File: src/rtl/debounce_oneshot_pkg.sv
// Shared lab constants for the push-button debouncer: FSM encoding and default
// qualification time.
package debounce_oneshot_pkg;

  typedef logic [1:0] db_state_t;

  localparam db_state_t ST_LOW       = 2'b00;
  localparam db_state_t ST_RISE_WAIT = 2'b01;
  localparam db_state_t ST_HIGH      = 2'b10;
  localparam db_state_t ST_FALL_WAIT = 2'b11;

  // 10 ms at 100 MHz
  localparam int DEFAULT_STABLE_CYCLES = 1000000;

  function automatic logic level_is_high(input db_state_t s);
    return (s == ST_HIGH) || (s == ST_FALL_WAIT);
  endfunction

endpackage

File: src/rtl/debounce_oneshot_sync_2ff.sv
// Two-flop synchronizer for a single asynchronous level; reused for other
// switch inputs on the board.
module sync_2ff (
  input  logic clk,
  input  logic reset,
  input  logic d,
  output logic q
);

  logic meta_q;
  logic sync_q;

  always_ff @(posedge clk or negedge reset) begin
    if (!reset) begin
      meta_q <= 1'b0;
      sync_q <= 1'b0;
    end else begin
      meta_q <= d;
      sync_q <= meta_q;
    end
  end

  assign q = sync_q;

endmodule

File: src/rtl/debounce_oneshot.sv
// Push-button debouncer: a level change is accepted only after STABLE_CYCLES+1
// consecutive agreeing synchronized samples; each accepted press emits one pulse.
module debounce_oneshot
  import debounce_oneshot_pkg::*;
#(
  parameter int STABLE_CYCLES = DEFAULT_STABLE_CYCLES
) (
  input  logic clk,
  input  logic reset,
  input  logic btn_in,
  output logic btn_db,
  output logic pulse
);

  localparam int CNT_W = (STABLE_CYCLES > 1) ? $clog2(STABLE_CYCLES) : 1;
  localparam logic [CNT_W-1:0] CNT_MAX = CNT_W'(STABLE_CYCLES - 1);

  logic             btn_s;
  db_state_t        state_q, state_d;
  logic [CNT_W-1:0] cnt_q, cnt_d;
  logic             btn_db_q, btn_db_d;
  logic             pulse_q, pulse_d;

  sync_2ff u_sync (
    .clk   (clk),
    .reset (reset),
    .d     (btn_in),
    .q     (btn_s)
  );

  always_comb begin
    state_d = state_q;
    cnt_d   = cnt_q;
    pulse_d = 1'b0;
    case (state_q)
      ST_LOW: begin
        if (btn_s) begin
          state_d = ST_RISE_WAIT;
          cnt_d   = '0;
        end
      end
      ST_RISE_WAIT: begin
        if (!btn_s) begin
          state_d = ST_LOW;
        end else if (cnt_q == CNT_MAX) begin
          state_d = ST_HIGH;
          pulse_d = 1'b1;
        end else begin
          cnt_d = cnt_q + 1'b1;
        end
      end
      ST_HIGH: begin
        if (!btn_s) begin
          state_d = ST_FALL_WAIT;
          cnt_d   = '0;
        end
      end
      ST_FALL_WAIT: begin
        if (btn_s) begin
          state_d = ST_HIGH;
        end else if (cnt_q == CNT_MAX) begin
          state_d = ST_LOW;
        end else begin
          cnt_d = cnt_q + 1'b1;
        end
      end
      default: begin
        state_d = ST_LOW;
        cnt_d   = '0;
      end
    endcase
    // Outputs are registered from the next state so they move on the accepting edge.
    btn_db_d = level_is_high(state_d);
  end

  always_ff @(posedge clk or negedge reset) begin
    if (!reset) begin
      state_q  <= ST_LOW;
      cnt_q    <= '0;
      btn_db_q <= 1'b0;
      pulse_q  <= 1'b0;
    end else begin
      state_q  <= state_d;
      cnt_q    <= cnt_d;
      btn_db_q <= btn_db_d;
      pulse_q  <= pulse_d;
    end
  end

  assign btn_db = btn_db_q;
  assign pulse  = pulse_q;

endmodule

File: config.mk
export PLATFORM = sky130hd
export DESIGN_NAME = debounce_oneshot
export DESIGN_NICKNAME = d
export VERILOG_FILES = /design/src/rtl/debounce_oneshot_pkg.sv /design/src/rtl/debounce_oneshot_sync_2ff.sv /design/src/rtl/debounce_oneshot.sv
export SDC_FILE = /design/constraint.sdc
export NUM_CORES = 1
export LEC_CHECK = 0
export BUFFER_PORTS_ARGS = -buffer_cell sky130_fd_sc_hd__buf_2
export CORE_MARGIN = 8
export CORE_UTILIZATION = 58
export CTS_BUF_LIST = sky130_fd_sc_hd__clkbuf_2 sky130_fd_sc_hd__clkbuf_4 sky130_fd_sc_hd__clkbuf_8
export DETAILED_ROUTE_END_ITERATION = 8
export GPL_ROUTABILITY_DRIVEN = 0
export GPL_TIMING_DRIVEN = 0
export PLACE_DENSITY = 0.72
export SLEW_MARGIN = 20
export SYNTH_ARGS = -nofsm -noshare
export SYNTH_HDL_FRONTEND = slang
export SYNTH_SLANG_ARGS = --single-unit
File: constraint.sdc
create_clock -name clk -period 3.6 [get_ports clk]
set_clock_uncertainty 0.05 [all_clocks]
set_input_delay 0.54 -clock clk [delete_from_list [all_inputs] [get_ports clk]]
set_output_delay 0.54 -clock clk [all_outputs]
set_load 0.005 [all_outputs]
# == Yosys cells after proc, flatten, opt, wreduce, memory -nomap -nowiden ==
# Index checks and enable logic that the tools add are counted.
# word_totals
in_bits,3
ff_bits,26
output_inout_bits,2
word_cells,36
# op_classes
n_reduce_logical,3
mux,16
n_eq_ne,10
add_sub_neg,1
# ops
op,count
two-way mux 20 bit,5
case mux 20 bit (4 select lines),1
adder 20 x 1 -> 20 bit (second input constant),1
== test 20 bit (second input constant),1
two-way mux 2 bit,6
== test 2 bit (second input constant),4
case mux 2 bit (4 select lines),1
inequality test 2 x 1 -> 1 bit (second input constant),2
inequality test 2 bit (second input constant),2
AND reduction 4 bit,1
two-way mux 1 bit,3
== test 2 x 1 -> 1 bit (second input constant),1
logical NOT 2 bit,1
logical OR 1 bit,1

# == Depth between registers and ports, before layout ==
# logic_depth
word_depth,6
depth_mapped,7
depth_no_buf,6

# == Hierarchy ==
# From an unflattened synthesis, not the netlist that was laid out.
# hier_totals
hier_cells,141
area_unflattened_um2,1315.0
# by_module_without_submodules
module,cells_each,n_inst,seq_area_each_um2,area_each_um2
debounce_oneshot,139,1,575.6,1265.0
sync_2ff,2,1,50.0,50.0

# == Worst setup path after synthesis ==
# No wires, ideal clock.
# synth_path
path_kind,reg-to-reg
from,register cnt_q[0]
to,register cnt_q[5]
setup_slack_ps,1867
setup_ps,122
required_time_ps,3428
arrival_time_ps,1562
n_path_buf,1
period_less_slack_ps,1733
path_stages_with_launch,8
path_cell_list,dfrtp_1 > ha_1 > and3_1 > buf_2 > nand2_1 > o21ai_2 > inv_2 > a32o_1
# synth_between
elab_chain_len,4
word_cells_on_any_way,6
classes_between,1 x add/sub; 1 x eq/ne; 4 x mux
# synth_lines
item,line,text
start: declaration,debounce_oneshot.sv:20,"logic [CNT_W-1:0] cnt_q, cnt_d;"
start signal: assignment,debounce_oneshot.sv:84,cnt_q <= cnt_d;
adder 20 x 1 -> 20 bit or == test 20 bit (tied branches),--,
two-way mux 20 bit *,"debounce_oneshot.sv:45, debounce_oneshot.sv:61",
two-way mux 20 bit (on tied branches),"debounce_oneshot.sv:59, debounce_oneshot.sv:43",
case mux 20 bit (4 select lines) *,debounce_oneshot.sv:35,case (state_q)
# Every way passes the cells marked *; elsewhere a longest branch is shown, timed or not. The select of a mux whose other input is x is not followed.
# A chain may end at the register's enable or synchronous reset.

# == Final worst setup path ==
# Same ends and word-level chain as after synthesis.

==> results.json <==
{
  "synth.top_cells.by_count": "dfrtp_1 (25), nand2_1 (17), nand3_1 (8), o21ai_0 (7)",
  "rows": 17,
  "grt_max_degree": 26,
  "power_leakage_nw": 0.656,
  "dpl.hpwl_um": 2090,
  "cp.required_ps": 3770,
  "syn_to_final_growth_pct": 5.96,
  "fin_hold_ws_ps": 134,
  "min_period_ps": 2010,
  "antenna_cells": 0,
  "combPwrFrac": 0.095,
  "yosys_warnings": 0,
  "grt_pass1_wl_um": 5040,
  "powerDensity_nw_per_um2": 326,
  "seqPwrFrac": 0.648,
  "post_drt_via_cell_ratio": 6.25,
  "antenna_found_initial": 0,
  "drive_gt1_frac": 0.133,
  "setup_viol": 0,
  "floorplan.die.width_um": 64.9,
  "grt_setup_unrepaired": "no",
  "cts.htree.levels": 1,
  "yosysTopAreaCell": "dfrtp_1",
  "final_hold_viol_count": 0,
  "avgSynthCellArea_um2": 9.75,
  "cts_setup_buffers": 0,
  "cts_tree": "built",
  "p_sw_frac": 0.262,
  "relSlewSlack": 0.645,
  "pwr-share-clk": 0.257,
  "first_pass_iters": 4,
  "synth_nets": 146,
  "synth_most_common_cell": "dfrtp_1",
  "grt_pass1_vias": 1107,
  "fp.dieH_um": 64.9,
  "cts_resized": 0,
  "tightest_slew_ps": 532,
  "clk_pin_slew_ps": 140,
  "peakVddDrop_mv": 0.267,
  "timing.final.crit_share": 0.558,
  "crit_path_max_fanout": 6,
  "ys_seq_area_frac": 0.452,
  "final.setup.tns_ps": 0,
  "drc_errors": 0,
  "hp-class": "input pin to asynchronous set/reset pin",
  "fillers": 192,
  "grt_use_total": 0.148,
  "cts_buffer_depth": 2,
  "postRouteAntennaNets": 0,
  "synthArstFlopShare": 1.00,
  "grt_overflow": 0,
  "core_area_um2": 2230,
  "ys_seq_elements": 25,
  "cts.sinks": 25,
  "drt-initial-drc-count": 90,
  "synth_cell_types": 47,
  "numCtsBuffers": 3,
  "routedWlPerCell_um": 16.0,
  "clockRootBuffer": "clkbuf_4",
  "wl_um": 2840,
  "portBuffers": 4,
  "synth_top_flop_cell": "dfrtp_1",
  "end_kind": "flip-flop",
  "vias": 1113,
  "num-nets-final": 155,
  "synth_top_cell_area_share": 0.452,
  "p_int_w": 0.000353,
  "postCtsHoldBufs": 0,
  "start_util": 0.620,
  "cp-start-kind": "flip-flop",
  "maxCapViolCount": 0,
  "path_class": "flip-flop to flip-flop",
  "syn_inst": 142,
  "dieArea_um2": 4210,
  "fmax_ghz": 0.498,
  "p_sw_w": 0.000125,
  "synth_area_leaders": "dfrtp_1 (45%), nand2_1 (4.6%), nand3_1 (2.9%), o211ai_1 (2.7%), or4_1 (2.7%)",
  "final_max_slew_viol_count": 0,
  "insertion_delay_ps": 310,
  "synth_enable_flop_cells": 0,
  "status": "complete, no violations",
  "arrival_ps": 2180,
  "syn_area_um2": 1390,
  "io_pins": 5
}
==> placed cells by master (no fill, tap or decap), types with 5 or more instances in the layout <==
cell type	n
dfrtp_1	25
or4_1	5
o21ai_0	7
nand3_1	8
a21oi_1	5
nand2_1	17
buf_2	6
o211ai_1	5
==> per-layer routing <==
| metal | GRT usage | wire length (um) | vias up |
|---|---|---|---|
| li1 | - | - | 567 |
| met1 | 0.188 | 1360 | 523 |
| met2 | 0.237 | 1340 | 21 |
| met3 | 0.0412 | 123 | 2 |
| met4 | 0.0463 | 17 | 0 |
| met5 | 0 | 0 | - |
==> sequential cells by signal, indices dropped and copies added, names as in the netlist <==
register and count:
btn_db 1, u_sync.q 1, pulse 1, state_q 1
cnt_q 20, u_sync.meta_q 1
==> worst max-delay path: stages (launching register included) <==
cell,delay (ps)
dfrtp_1,430
ha_1,230
and3_1,150
buf_2,160
nand2_1,160
o21ai_2,370
inv_2,120
a32o_1,260
==> path summary, 6_finish.rpt <==
check | from | to | slack [ps] | cells past startpoint
hold / removal | reset | cnt_q[11]$_DFFE_PN0P_ | 130 | 1
min in group clk | btn_in | u_sync.meta_q$_DFF_PN0_ | 270 | 1
setup reg to reg | cnt_q[0]$_DFFE_PN0P_ | cnt_q[5]$_DFFE_PN0P_ | 1590 | 7
setup / recovery | cnt_q[0]$_DFFE_PN0P_ | cnt_q[5]$_DFFE_PN0P_ | 1590 | 7
hold reg to reg | u_sync.meta_q$_DFF_PN0_ | u_sync.q$_DFF_PN0_ | 320 | 0
max in group asynchronous | reset | cnt_q[3]$_DFFE_PN0P_ | 3010 | 1
==> power groups by stage <==
stage          logic [W]  clock network, W  registers (W)
2_1_floorplan  0.0000323                 0       0.000312
3_3_place_gp   0.0000457                 0       0.000314
3_5_place_dp   0.0000462                 0       0.000316
4_1_cts        0.0000466          0.000127       0.000310
5_1_grt        0.0000538          0.000138       0.000313
6_report       0.0000455          0.000123       0.000310
==> stage by stage <==
step / worst slack (ps) / area, um2 / cells / power, W / util
final: 1590 / 1470 / 178 / 0.000479 / 0.657
after global routing: 1450 / 1470 / 178 / 0.000506 / 0.657
after CTS: 1580 / 1470 / 178 / 0.000484 / 0.657
after detailed placement: 1610 / 1440 / 174 / 0.000362 / 0.645
after global placement: 1630 / 1440 / 174 / 0.000360 / 0.645
after floorplan: 1870 / 1390 / 142 / 0.000344 / -
==> final cells by class <==
| type | instances | area [um2] | area share |
|---|---|---|---|
| timing repair buffer | 4 | 20.0 | 0.0136 |
| inverter | 5 | 18.8 | 0.0128 |
| multi-input combinational | 107 | 716 | 0.488 |
| sequential | 25 | 626 | 0.426 |
| tap | 28 | 35.0 | 0.0239 |
| clock inverter | 1 | 5.00 | 0.00341 |
| clock buffer | 3 | 22.5 | 0.0153 |
| buffer | 5 | 25.0 | 0.0171 |
==> cells by family (layout without fill, tap and decap cells) <==
family	count (synthesis)	after routing	synth area share
AND/OR/NAND/NOR	59	59	0.253
AO/OA/AOI/OAI	41	41	0.207
flip-flops	25	25	0.452
buffers and inverters	10	18	0.0316
multiplexers	4	4	0.0298
XOR/XNOR	2	2	0.0181
adder cells (fa/ha/maj)	1	1	0.00903
Note: power is estimated with default switching activity, not from simulation.
